==> config.mk <==
export PLATFORM = sky130hd
export DESIGN_NAME = idu_hazard_ctrl
export DESIGN_NICKNAME = d
export VERILOG_FILES = /design/src/rtl/idu_hazard_ctrl.sv
export SDC_FILE = /design/constraint.sdc
export NUM_CORES = 1
export LEC_CHECK = 0
export ABC_AREA = 1
export CAP_MARGIN = 20
export CORE_UTILIZATION = 63
export CTS_BUF_LIST = sky130_fd_sc_hd__clkbuf_16
export CTS_CLUSTER_DIAMETER = 80
export DETAILED_ROUTE_END_ITERATION = 6
export DONT_BUFFER_PORTS = 1
export PLACE_DENSITY = 0.79
export REMOVE_ABC_BUFFERS = 1
export SYNTH_ARGS = -nofsm -noshare
export SYNTH_HDL_FRONTEND = slang
export SYNTH_SLANG_ARGS = --single-unit
==> constraint.sdc <==
create_clock -name clk -period 3.4 [get_ports clk]
set_input_delay 0.68 -clock clk [delete_from_list [all_inputs] [get_ports clk]]
set_output_delay 0.68 -clock clk [all_outputs]
set_load 0.05 [all_outputs]
==> src/rtl/idu_hazard_ctrl.sv <==
// idu_hazard_ctrl
// Decode-stage issue scheduler. A register scoreboard tracks writes still
// outstanding from long-latency ops (load/mul/div), a two-state FSM tracks
// occupancy of the non-pipelined divider, and pipe_stall holds the decode
// output flop while a RAW, WAW or divider hazard exists. A watchdog flags
// stalls that never resolve.
module idu_hazard_ctrl #(
  parameter int NUM_REGS = 32,
  parameter int DIV_LAT  = 34,
  parameter int WDOG_W   = 8
) (
  input  logic                        clk,
  input  logic                        rst,
  input  logic                        dec_valid,
  input  logic                        dec_rs1_en,
  input  logic [$clog2(NUM_REGS)-1:0] dec_rs1_addr,
  input  logic                        dec_rs2_en,
  input  logic [$clog2(NUM_REGS)-1:0] dec_rs2_addr,
  input  logic                        dec_rd_en,
  input  logic [$clog2(NUM_REGS)-1:0] dec_rd_addr,
  input  logic                        dec_long,
  input  logic                        dec_div,
  input  logic                        pipe_flush,
  input  logic                        wb_valid,
  input  logic [$clog2(NUM_REGS)-1:0] wb_rd_addr,
  output logic                        pipe_stall,
  output logic                        issue,
  output logic                        div_busy,
  output logic [NUM_REGS-1:0]         sb_pending,
  output logic                        stall_timeout
);

  localparam int CW = $clog2(DIV_LAT);
  localparam logic [CW-1:0] DIV_LOAD = CW'(DIV_LAT - 1);

  typedef enum logic {
    S_IDLE = 1'b0,
    S_BUSY = 1'b1
  } div_state_e;

  div_state_e            r_div_state;
  div_state_e            w_div_state_nxt;
  logic [CW-1:0]         r_div_cnt;
  logic [CW-1:0]         w_div_cnt_nxt;
  logic [NUM_REGS-1:0]   r_sb;
  logic [NUM_REGS-1:0]   w_sb_nxt;
  logic [NUM_REGS-1:0]   w_wb_onehot;
  logic [NUM_REGS-1:0]   w_eff_pend;
  logic [WDOG_W-1:0]     r_wdog;
  logic [WDOG_W-1:0]     w_wdog_inc;
  logic                  r_timeout;
  logic                  w_cand;
  logic                  w_raw1;
  logic                  w_raw2;
  logic                  w_waw;
  logic                  w_divh;
  logic                  w_set_sb;

  // Hazard detection against the scoreboard as it will look after this
  // cycle's writeback, so a returning result releases its consumer at once.
  always_comb begin
    // NOTE: every signal gets a default before any conditional assignment so
    // no path leaves it unassigned and no latch is inferred.
    w_wb_onehot = '0;
    if (wb_valid) w_wb_onehot[wb_rd_addr] = 1'b1;
    w_eff_pend = r_sb & ~w_wb_onehot;
    w_cand     = dec_valid & ~pipe_flush;
    w_raw1     = w_cand & dec_rs1_en & (dec_rs1_addr != '0) & w_eff_pend[dec_rs1_addr];
    w_raw2     = w_cand & dec_rs2_en & (dec_rs2_addr != '0) & w_eff_pend[dec_rs2_addr];
    w_waw      = w_cand & dec_rd_en  & (dec_rd_addr  != '0) & w_eff_pend[dec_rd_addr];
    w_divh     = w_cand & dec_div & div_busy;
  end

  assign div_busy      = (r_div_state == S_BUSY);
  assign pipe_stall    = w_raw1 | w_raw2 | w_waw | w_divh;
  // Nothing leaves decode while reset is asserted, whatever the dec_* inputs.
  assign issue         = w_cand & ~pipe_stall & ~rst;
  assign sb_pending    = r_sb;
  assign stall_timeout = r_timeout;

  // Scoreboard next state: writeback clears first, a new long issue sets
  // afterwards so it wins on a shared index; x0 is never tracked.
  always_comb begin
    w_set_sb = issue & dec_long & dec_rd_en & (dec_rd_addr != '0);
    w_sb_nxt = w_eff_pend;
    if (w_set_sb) w_sb_nxt[dec_rd_addr] = 1'b1;
    w_sb_nxt[0] = 1'b0;
  end

  // Scoreboard register.
  always_ff @(posedge clk or posedge rst) begin
    // NOTE: state registers use non-blocking assignment so every flop samples
    // the pre-edge values regardless of statement order.
    if (rst) r_sb <= '0;
    else     r_sb <= w_sb_nxt;
  end

  // Divider FSM next state. The counter holds the cycles of occupancy left
  // including the current one; the issue cycle itself is the first, so the
  // FSM drops back to IDLE in time for the next div to issue exactly
  // DIV_LAT cycles after the previous one.
  always_comb begin
    w_div_state_nxt = r_div_state;
    w_div_cnt_nxt   = r_div_cnt;
    unique case (r_div_state)
      S_IDLE: begin
        if (issue && dec_div) begin
          w_div_state_nxt = S_BUSY;
          w_div_cnt_nxt   = DIV_LOAD;
        end
      end
      S_BUSY: begin
        w_div_cnt_nxt = r_div_cnt - 1'b1;
        if (w_div_cnt_nxt == '0) w_div_state_nxt = S_IDLE;
      end
      default: begin
        w_div_state_nxt = S_IDLE;
        w_div_cnt_nxt   = '0;
      end
    endcase
  end

  // Divider FSM state and counter registers.
  always_ff @(posedge clk or posedge rst) begin
    if (rst) begin
      r_div_state <= S_IDLE;
      r_div_cnt   <= '0;
    end else begin
      r_div_state <= w_div_state_nxt;
      r_div_cnt   <= w_div_cnt_nxt;
    end
  end

  assign w_wdog_inc = r_wdog + 1'b1;

  // Stall watchdog: counts consecutive stalled cycles, saturates at all-ones
  // and latches the sticky timeout flag when it gets there.
  always_ff @(posedge clk or posedge rst) begin
    if (rst) begin
      r_wdog    <= '0;
      r_timeout <= 1'b0;
    end else if (!pipe_stall) begin
      r_wdog <= '0;
    end else if (r_wdog != '1) begin
      r_wdog <= w_wdog_inc;
      if (&w_wdog_inc) r_timeout <= 1'b1;
    end
  end

endmodule

# [Word-level counts from Yosys, hierarchy flattened]
# Cells that the tools add are included.
[word_totals] ff_bits=47 output_inout_bits=36
[op_classes] magnitude_cmp=6 n_mux=19 reduce_logical=8 bitwise=27 add_sub_neg=2 eq_ne=3
[ops] op="$mux 32" n=2
[ops] op="$and 32x32->32" n=1
[ops] op="$not 32->32" n=1
[ops] op="$or 32x32->32" n=1
[ops] op="$lt 5x6->1 const B" n=4
[ops] op="$and 1x1->1" n=17
[ops] op="$mux 8" n=2
[ops] op="$bmux 1 s5" n=3
[ops] op="$reduce_bool 5->1" n=3
[ops] op="$pmux 6 s2" n=1
[ops] op="$demux 1 s5" n=2
[ops] op="$ge 5x1->1 const B" n=2
[ops] op="$reduce_and 10->1" n=1
[ops] op="$add 8x1->8 const B" n=1
[ops] op="$ne 8x8->1 const B" n=1
[ops] op="$mux 1" n=7
[ops] op="$logic_not 6->1" n=1
[ops] op="$mux 6" n=1
[ops] op="$sub 6x1->6 const B" n=1
[ops] op="$not 1->1" n=4
[ops] op="$logic_and 1x1->1" n=3
[ops] op="$or 1x1->1" n=3
[ops] op="$ne 2x1->1 const B" n=1
[ops] op="$ne 2x2->1 const B" n=1
[ops] op="$pmux 1 s2" n=1

# [Logic depth before layout (Yosys ltp)]
# Gate-level depths: netlist (run 1).
[depth] ltp_word=20 ltp_mapped=20 depth_no_buf=19

# [Least setup slack after synthesis (run 1)]
# Ideal clock, no wire load.
[synth_path] path_type="in2out" startpoint="input port dec_rd_addr[1]" endpoint="output port issue" arrival_ns=2.624 required_time_ns=2.720 path_slack_ns=0.096 stages=15 n_path_buf=2 path_cell_list="clkbuf_1 -> nor2_1 -> inv_2 -> o21ai_0 -> o21ai_1 -> nand2_1 -> nor2_1 -> nand2_1 -> nand2_1 -> a21oi_4 -> nand2_4 -> clkinv_2 -> buf_6 -> nand2_1 -> inv_1"
[synth_between] elab_chain_len=8
[synth_rtl] item="start: declaration" line_no="20" text="input logic [$clog2(NUM_REGS)-1:0] dec_rd_addr,"
[synth_rtl] item="$bmux 1 s5 or $reduce_bool 5->1 (tied branches)" line_no="70" text="w_waw = w_cand & dec_rd_en & (dec_rd_addr != '0) & w_eff_pend[dec_rd_addr];"
[synth_rtl] item="$mux 1 (not written as such) or $and 1x1->1 (tied branches)" line_no="70"
[synth_rtl] item="$and 1x1->1 (*)" line_no="70"
[synth_rtl] item="$or 1x1->1 (*) (2 in series)" line_no="75" text="assign pipe_stall = w_raw1 | w_raw2 | w_waw | w_divh;"
[synth_rtl] item="named net pipe_stall" line_no="26" text="output logic pipe_stall,"
[synth_rtl] item="$not 1->1 (*)" line_no="77" text="assign issue = w_cand & ~pipe_stall & ~rst;"
[synth_rtl] item="$and 1x1->1 (*) (2 in series)" line_no="77"
[synth_rtl] item="end: declaration" line_no="27" text="output logic issue,"
# Mark *: on every way through the listed nets, which the timed path passes. The rest lies on a longest branch. The select of a mux whose other input is x is not followed.

# [Worst setup path after layout (run 1)]
[layout_path] startpoint="input port wb_rd_addr[0]" endpoint="output port issue"
[layout_between] elab_chain_len=16
[layout_rtl] item="start: declaration" line_no="25" text="input logic [$clog2(NUM_REGS)-1:0] wb_rd_addr,"
[layout_rtl] item="$lt 5x6->1 (not written as such) or $ge 5x1->1 (tied branches)" line_no="65" text="if (wb_valid) w_wb_onehot[wb_rd_addr] = 1'b1;"
[layout_rtl] item="$logic_and 1x1->1 (not written as such)" line_no="65"
[layout_rtl] item="$mux 1 (not written as such)" line_no="65"
[layout_rtl] item="$demux 1 s5 (*)" line_no="65"
[layout_rtl] item="$mux 32 (*)" line_no="65"
[layout_rtl] item="$not 32->32 (*)" line_no="66" text="w_eff_pend = r_sb & ~w_wb_onehot;"
[layout_rtl] item="$and 32x32->32 (*)" line_no="66"
[layout_rtl] item="$bmux 1 s5 (on tied branches)" line_no="68, 69"
[layout_rtl] item="$mux 1 (on tied branches)" line_no="68, 69"
[layout_rtl] item="$and 1x1->1 (on tied branches)" line_no="68, 69"
[layout_rtl] item="$or 1x1->1" line_no="75"
[layout_rtl] item="$or 1x1->1 (*) (2 in series)" line_no="75"
[layout_rtl] item="$not 1->1 (*)" line_no="77"
[layout_rtl] item="$and 1x1->1 (*) (2 in series)" line_no="77"
# Mark *: on every way between the ends. The rest lies on a longest branch, timed or not. The select of a mux whose other input is x is not followed.

==> summary.md, run 1 <==
| Metric | Value |
|---|---|
| Status | finished, final reports clean |
| Die width | 78.5 µm |
| First-pass GRT wire length | 20000 µm |
| Crit path DAT | 2.50 ns |
| Met2 usage | 67.5% |
| WL/cell | 18.9 µm |
| Die ar. | 6150 µm² |
| CTS tree | yes |
| RSZ-0062 raised after global routing | no |
| Antenna violations before repair | 0 |
| Worst-margin pin slew | 1.06 ns |
| Vias | 4333 |
| Initial DRC count | 591 |
| CP max stage cell | nor2_2 |
| Global Route met3 Usage | 11.3% |
| Worst Path Required | 2.72 ns |
| Tmin final | 3.18 ns |
| First drt pass iteration count | 7 |
| Tcrit/Tclk final | 93.5% |
| Post-synth EDFFs | 0 |
| Worst Path Buf+Inv | 4 |
| Drt via density | 6.39 |
| Final ANT Viol Nets | 0 |
| Yosys top cell area share | 31.9% |
| Sw power | 0.660 mW |
| Max-Cap Viols | 0 |
| Family with the most delay on the worst path | simple AND/OR/NAND/NOR gates |
| Residual DRC | 0 |
| Htree depth | 2 |
| Fillers | 481 |
| Fmax | 315 MHz |
| Sequential Power Share | 40.3% |
| Fin Setup TNS | 0 ns |
| Normalized max-slew margin | 29.2% |
| Total GRT Usage | 43.1% |
| Synthesized flop and latch total | 47 |
| Leakage | 2.14 nW |
| Sink Count | 47 |
| Die H | 78.5 µm |
| FF+latch area | 1180 µm² |
| WS Path Type | primary input to output pin |
| RR Endpoint | sb_pending[17] |
| Met1 Usage GRT | 55.5% |
| Area Growth Syn to Fin | 11.0% |
| Area of the multi-input gates | 2170 µm² |
| R2R depth | 16 |
| Worst setup EP type | output pin |
| PwrDens | 438 nW/µm² |
| Clock slew at reported path FFs | 0.06 ns |
| DP HPWL | 9010 µm |
| # hold bufs at CTS | 0 |
| Overflow after GRT | 0 |
| Initial Util | 66.1% |
| Asr flop ratio synth | 100% |
| Fin. max-slew vios | 0 |
| Synth warn | 0 |
| Worst Hold Class | primary input to asynchronous set/reset pin |
| Setup Buffers After CTS | 0 |
| Origin of the worst setup path | wb_rd_addr[0] |
| Clock latency on the worst-skew pair | 0.29 ns |
| Clock buffer count from CTS | 5 |
| Max FO, Critical Path | 7 |
| Reg-to-reg startpoint | sb_pending[3] |
| Busiest grt layer | met2 |
| Cells after Synth | 588 |
| Vias in the first global route | 4046 |
| Std-Cell Rows | 27 |
| Critical path's most frequent cell | nand2_1 |
| Avg Inst Size Synth | 6.26 µm² |
| Max clock buf depth | 2 |
| Synth Flop Type | dfrtp_1 |
| Power share of the clock group | 31.5% |
| Cts repair resizes | 0 |
| Clock root cell | clkbuf_16 |
| I/O Pins | 66 |
| Hold WS | 0.217 ns |
| # setup viols final | 0 |
| Cell with the most instances after synthesis | nand2_1 |
| Leading area contributor after synthesis | dfrtp_1 |
| Post-Route Skew | 0.00469 ns |
| Nets | 639 |
| Largest net degree at the start of global routing | 48 |
| Sequential share of the synthesized area | 31.9% |
| P_int | 1.13 mW |
| PortBufs | 0 |
| Crit path depth | 18 |
| Post-synth cell types | 34 |
| Synth top area cells | dfrtp_1, nand2_1, nand3_1 |
| Final hold violations | 0 |
| Critical Path Max Stage Delay | 0.31 ns |
| Gate power share | 28.2% |
| Net Sw Frac | 36.9% |
| Top cells by count, synth | nand2_1, nand3_1, nor2_1 |
| Share of cells above drive strength 1 | 9.24% |
| Crit path launch type | primary input |
| VDD IR-drop max | 0.505 mV |
| R2R setup slack | 1.04 ns |
| Drt total wl | 12800 µm |
| Diodes inserted | 0 |
| Worst path cell trace | inv_2 > nand2_1 > nor2_2 > nand2_1 > nand2_1 > nand2_1 > nand2_1 > o21ai_0 > nand2_1 > nor2_1 > nand2_1 > nand2_1 > a21oi_4 > nand2_4 > clkinv_2 > nand2_1 > inv_1 > buf_12 |
| Critical Path End | issue |
| Post-synthesis cell area | 3680 µm² |
| Core ar. | 5570 µm² |
| Placer Congestion | 1.10 |
[flip-flops by register name, summed over array words and instances, names as in the netlist]
signal	flops
sb_pending	31
r_wdog	8
r_div_cnt	6
div_busy	1
stall_timeout	1
[power by group through the flow]
stage | combinational (mW) | sequential (mW) | clock [mW]
after floorplan | 0.336 | 0.744 | 0
after global placement | 0.470 | 0.726 | 0
after detailed placement | 0.493 | 0.730 | 0
after CTS | 0.494 | 0.721 | 0.560
after global routing | 0.564 | 0.729 | 0.580
final | 0.505 | 0.722 | 0.563
[routing by layer]
layer,part of all wire [%],wire (µm),vias up
met2,44,5620,346
met5,0,0,-
met4,4.7,604,0
met3,15,1860,74
met1,37,4730,1944
li1,-,-,1969
[layout make-up]
cell class              instances  area share [%]
well taps                      72            2.20
repair buffers                 30            6.12
inverters                      62            5.72
clock buffers                   5            3.06
multi-input cells             460            53.2
clock inverters                 2           0.918
flip-flops and latches         47            28.8
[layout by cell type, fill, tap and decap left out, types with 3 or more instances in the layout]
cell and instances:
clkbuf_16 5, buf_4 28, dfrtp_1 47, nor2_2 3, o21ai_0 11, xor2_1 7
nor2_4 3, o21ai_1 3, inv_1 57, ha_1 3, nand4_1 35, nand2_1 186
or2_2 5, a21oi_1 6, nor2_1 61, inv_2 3, nand3_1 119, o211ai_1 4
[metrics by stage]
| step | setup slack (ns) | area [µm²] | utilization (%) | power [mW] | cells |
|---|---|---|---|---|---|
| finish | 0.221 | 4090 | 73.3 | 1.79 | 678 |
| global route | 0.0648 | 4090 | 73.3 | 1.87 | 678 |
| CTS | 0.290 | 4070 | 73.0 | 1.77 | 677 |
| detailed placement | 0.321 | 3910 | 70.1 | 1.22 | 670 |
| global placement | 0.327 | 3910 | 70.1 | 1.20 | 670 |
| floorplan | 0.114 | 3580 | - | 1.08 | 569 |
[cell families (layout without fill, tap and decap cells)]
logic type,after synthesis,count (layout),share of synthesized area (%)
flip-flops,47,47,31.9
buffers and inverters,81,99,9.07
AO/OA/AOI/OAI,30,30,5.06
other,1,1,0.102
AND/OR/NAND/NOR,417,417,50.7
XOR/XNOR,9,9,2.14
adder cells (fa/ha/maj),3,3,1.02
[worst min-delay path by stage]
stage                  from            end  cells past startpoint
6_report                rst  sb_pending[5]                      1
3_3_place_gp   r_div_cnt[4]   r_div_cnt[4]                      2
2_1_floorplan  r_div_cnt[4]   r_div_cnt[4]                      2
4_1_cts        r_div_cnt[4]   r_div_cnt[4]                      2
3_5_place_dp   r_div_cnt[4]   r_div_cnt[4]                      2
5_1_grt                 rst  sb_pending[5]                      1
Note: power is estimated with default switching activity, not from simulation.
==> run 2, diff against run 1 <==
Settings changed: ABC_CLOCK_PERIOD_IN_PS set to 3400, CORE_UTILIZATION 63 to 55, PLACE_DENSITY 0.79 to 0.7.
==> run 2 against run 1 <==
  * The flow now finishes with violations (DRC)
  * Combinational power down 2%
  * Hold slack worse by 0.029 ns
  * Clock skew up 0.0027 ns
==> summary.md, run 2 (synthesized netlist as in run 1, its figures left out) <==
| Metric | Value |
|---|---|
| Status | complete, but fails checks |
| Failing checks | DRC |
| Reg-to-reg startpoint | sb_pending[22] |
| FF+latch area | 1180 µm² |
| Crit path DAT | 2.51 ns |
| Initial DRC count | 478 |
| WL/cell | 18.7 µm |
| Commonest non-fill, non-tap cell in the layout | nand2_1 |
| Setup Buffers After CTS | 0 |
| Worst Hold Class | primary input to asynchronous set/reset pin |
| Worst path cell trace | inv_2 > nand2_1 > nor2_2 > nand2_1 > nand2_1 > nand2_1 > a21oi_1 > nor2_1 > nand2_1 > nor2_1 > nand2_1 > nand2_1 > a21oi_4 > nand2_4 > clkinv_2 > nand2_1 > inv_1 > buf_12 |
| Std-Cell Rows | 29 |
| RR Endpoint | sb_pending[28] |
| Drt total wl | 12800 µm |
| I/O Pins | 66 |
| Worst setup EP type | output pin |
| R2R depth | 14 |
| Fin Setup TNS | 0 ns |
| Tmin final | 3.19 ns |
| CTS tree | yes |
| R2R setup slack | 1.06 ns |
| Die H | 83.8 µm |
| Antenna violations before repair | 0 |
| Tcrit/Tclk final | 93.8% |
| Final hold violations | 0 |
| Origin of the worst setup path | wb_rd_addr[0] |
| First-pass GRT wire length | 19500 µm |
| Fillers | 622 |
| Htree depth | 2 |
| WS Path Type | primary input to output pin |
| Crit path launch type | primary input |
| Met3 WL | 1570 µm |
| Residual DRC | 7 |
| Diodes inserted | 0 |
| Final ANT Viol Nets | 0 |
| Commonest cells after routing, fill and taps aside | nand2_1, nand3_1, nor2_1, inv_1, dfrtp_1 |
| Max clock buf depth | 2 |
| Normalized max-slew margin | 24.1% |
| Max-Cap Viols | 0 |
| Critical path's most frequent cell | nand2_1 |
| Area of the multi-input gates | 2170 µm² |
| Max FO, Critical Path | 7 |
| Share of cells above drive strength 1 | 9.38% |
| Fin. max-slew vios | 0 |
| Clock root cell | clkbuf_16 |
| Post-route setup slack | 0.210 ns |
| Highest metal used | met4 |
| Max FFs per register | 31 |
| Leakage | 2.13 nW |
| # hold bufs at CTS | 0 |
| Die ar. | 7030 µm² |
| Clock slew at reported path FFs | 0.07 ns |
| Placer Congestion | 1.05 |
| Core ar. | 6420 µm² |
| Critical Path Max Stage Delay | 0.36 ns |
| Met2 routed WL | 5540 µm |
| Dpl ws | 0.253 ns |
| Critical Path End | issue |
| Worst-margin pin slew | 1.14 ns |
| Total GRT Usage | 36.2% |
| Clock buffer count from CTS | 5 |
| Post-route cell area | 4080 µm² |
| RSZ-0062 raised after global routing | no |
| Vias in the first global route | 3761 |
| Largest net degree at the start of global routing | 48 |
| DP HPWL | 8950 µm |
| VDD IR-drop max | 0.386 mV |
| Die width | 83.8 µm |
| Drt via density | 6.16 |
| PortBufs | 0 |
| Overflow after GRT | 0 |
| Area Growth Syn to Fin | 10.9% |
| Placed Area | 3920 µm² |
| Post-Route Skew | 0.00739 ns |
| # setup viols final | 0 |
| Vias | 4220 |
| Met1 wire length | 5240 µm |
| CP max stage cell | nor2_2 |
| Clock latency on the worst-skew pair | 0.29 ns |
| Initial Util | 57.3% |
| First drt pass iteration count | 7 |
| Sink Count | 47 |
| Cts repair resizes | 0 |
| PwrDens | 418 nW/µm² |
| Worst Path Required | 2.72 ns |
| Fmax | 313 MHz |
| Nets | 640 |
## run 2: cell types whose count changed in the layout (fill, tap and decap cells not counted), sizes merged
cell	delta
clkinv	+2
buf	+1
bufinv	-1
## run 2: worst min-delay path by stage
stage	start	end	slack [ns]	cells after the start
global route	rst	sb_pending[25]	0.20	1
detailed placement	r_div_cnt[4]	r_div_cnt[4]	0.51	2
floorplan	r_div_cnt[4]	r_div_cnt[4]	0.47	2
finish	rst	sb_pending[25]	0.19	1
CTS	r_div_cnt[4]	r_div_cnt[4]	0.53	2
global placement	r_div_cnt[4]	r_div_cnt[4]	0.50	2
## run 2: critical path, delay by kind of cell
| family | cells | cell delay (ns) |
|---|---|---|
| buffers and inverters | 4 | 0.34 |
| AOI/OAI and AO/OA | 2 | 0.28 |
| and+or+nand+nor | 12 | 1.20 |
## run 2: per-layer routing
layer  up-vias  GRT usage, %
met2       297          54.9
li1       1968             -
met1      1908          49.3
met5         -             0
met3        47          9.50
met4         0          13.9
## run 2: final cells by class
type / instances / share of cell area [%]
Tap cell: 77 / 2.36
Inverter: 62 / 5.73
Sequential cell: 47 / 28.8
Clock inverter: 3 / 0.490
Clock buffer: 5 / 3.06
Timing Repair Buffer: 31 / 6.31
Multi-Input combinational cell: 460 / 53.2
## run 2: power breakdown
group / leakage, nW / switching, mW / internal [mW] / total (mW)
combinational: 1.43 / 0.328 / 0.169 / 0.497
clock: 0.0674 / 0.220 / 0.272 / 0.491
sequential: 0.639 / 0.102 / 0.618 / 0.720
## run 2: through the flow
step / power [mW] / utilization (%) / hold WS (ns) / cells
4_1_cts: 1.70 / 63.3 / 0.533 / 684
3_3_place_gp: 1.20 / 61.0 / 0.497 / 676
2_1_floorplan: 1.08 / - / 0.471 / 569
5_1_grt: 1.79 / 63.6 / 0.196 / 685
6_report: 1.71 / 63.6 / 0.188 / 685
3_5_place_dp: 1.21 / 61.0 / 0.512 / 676
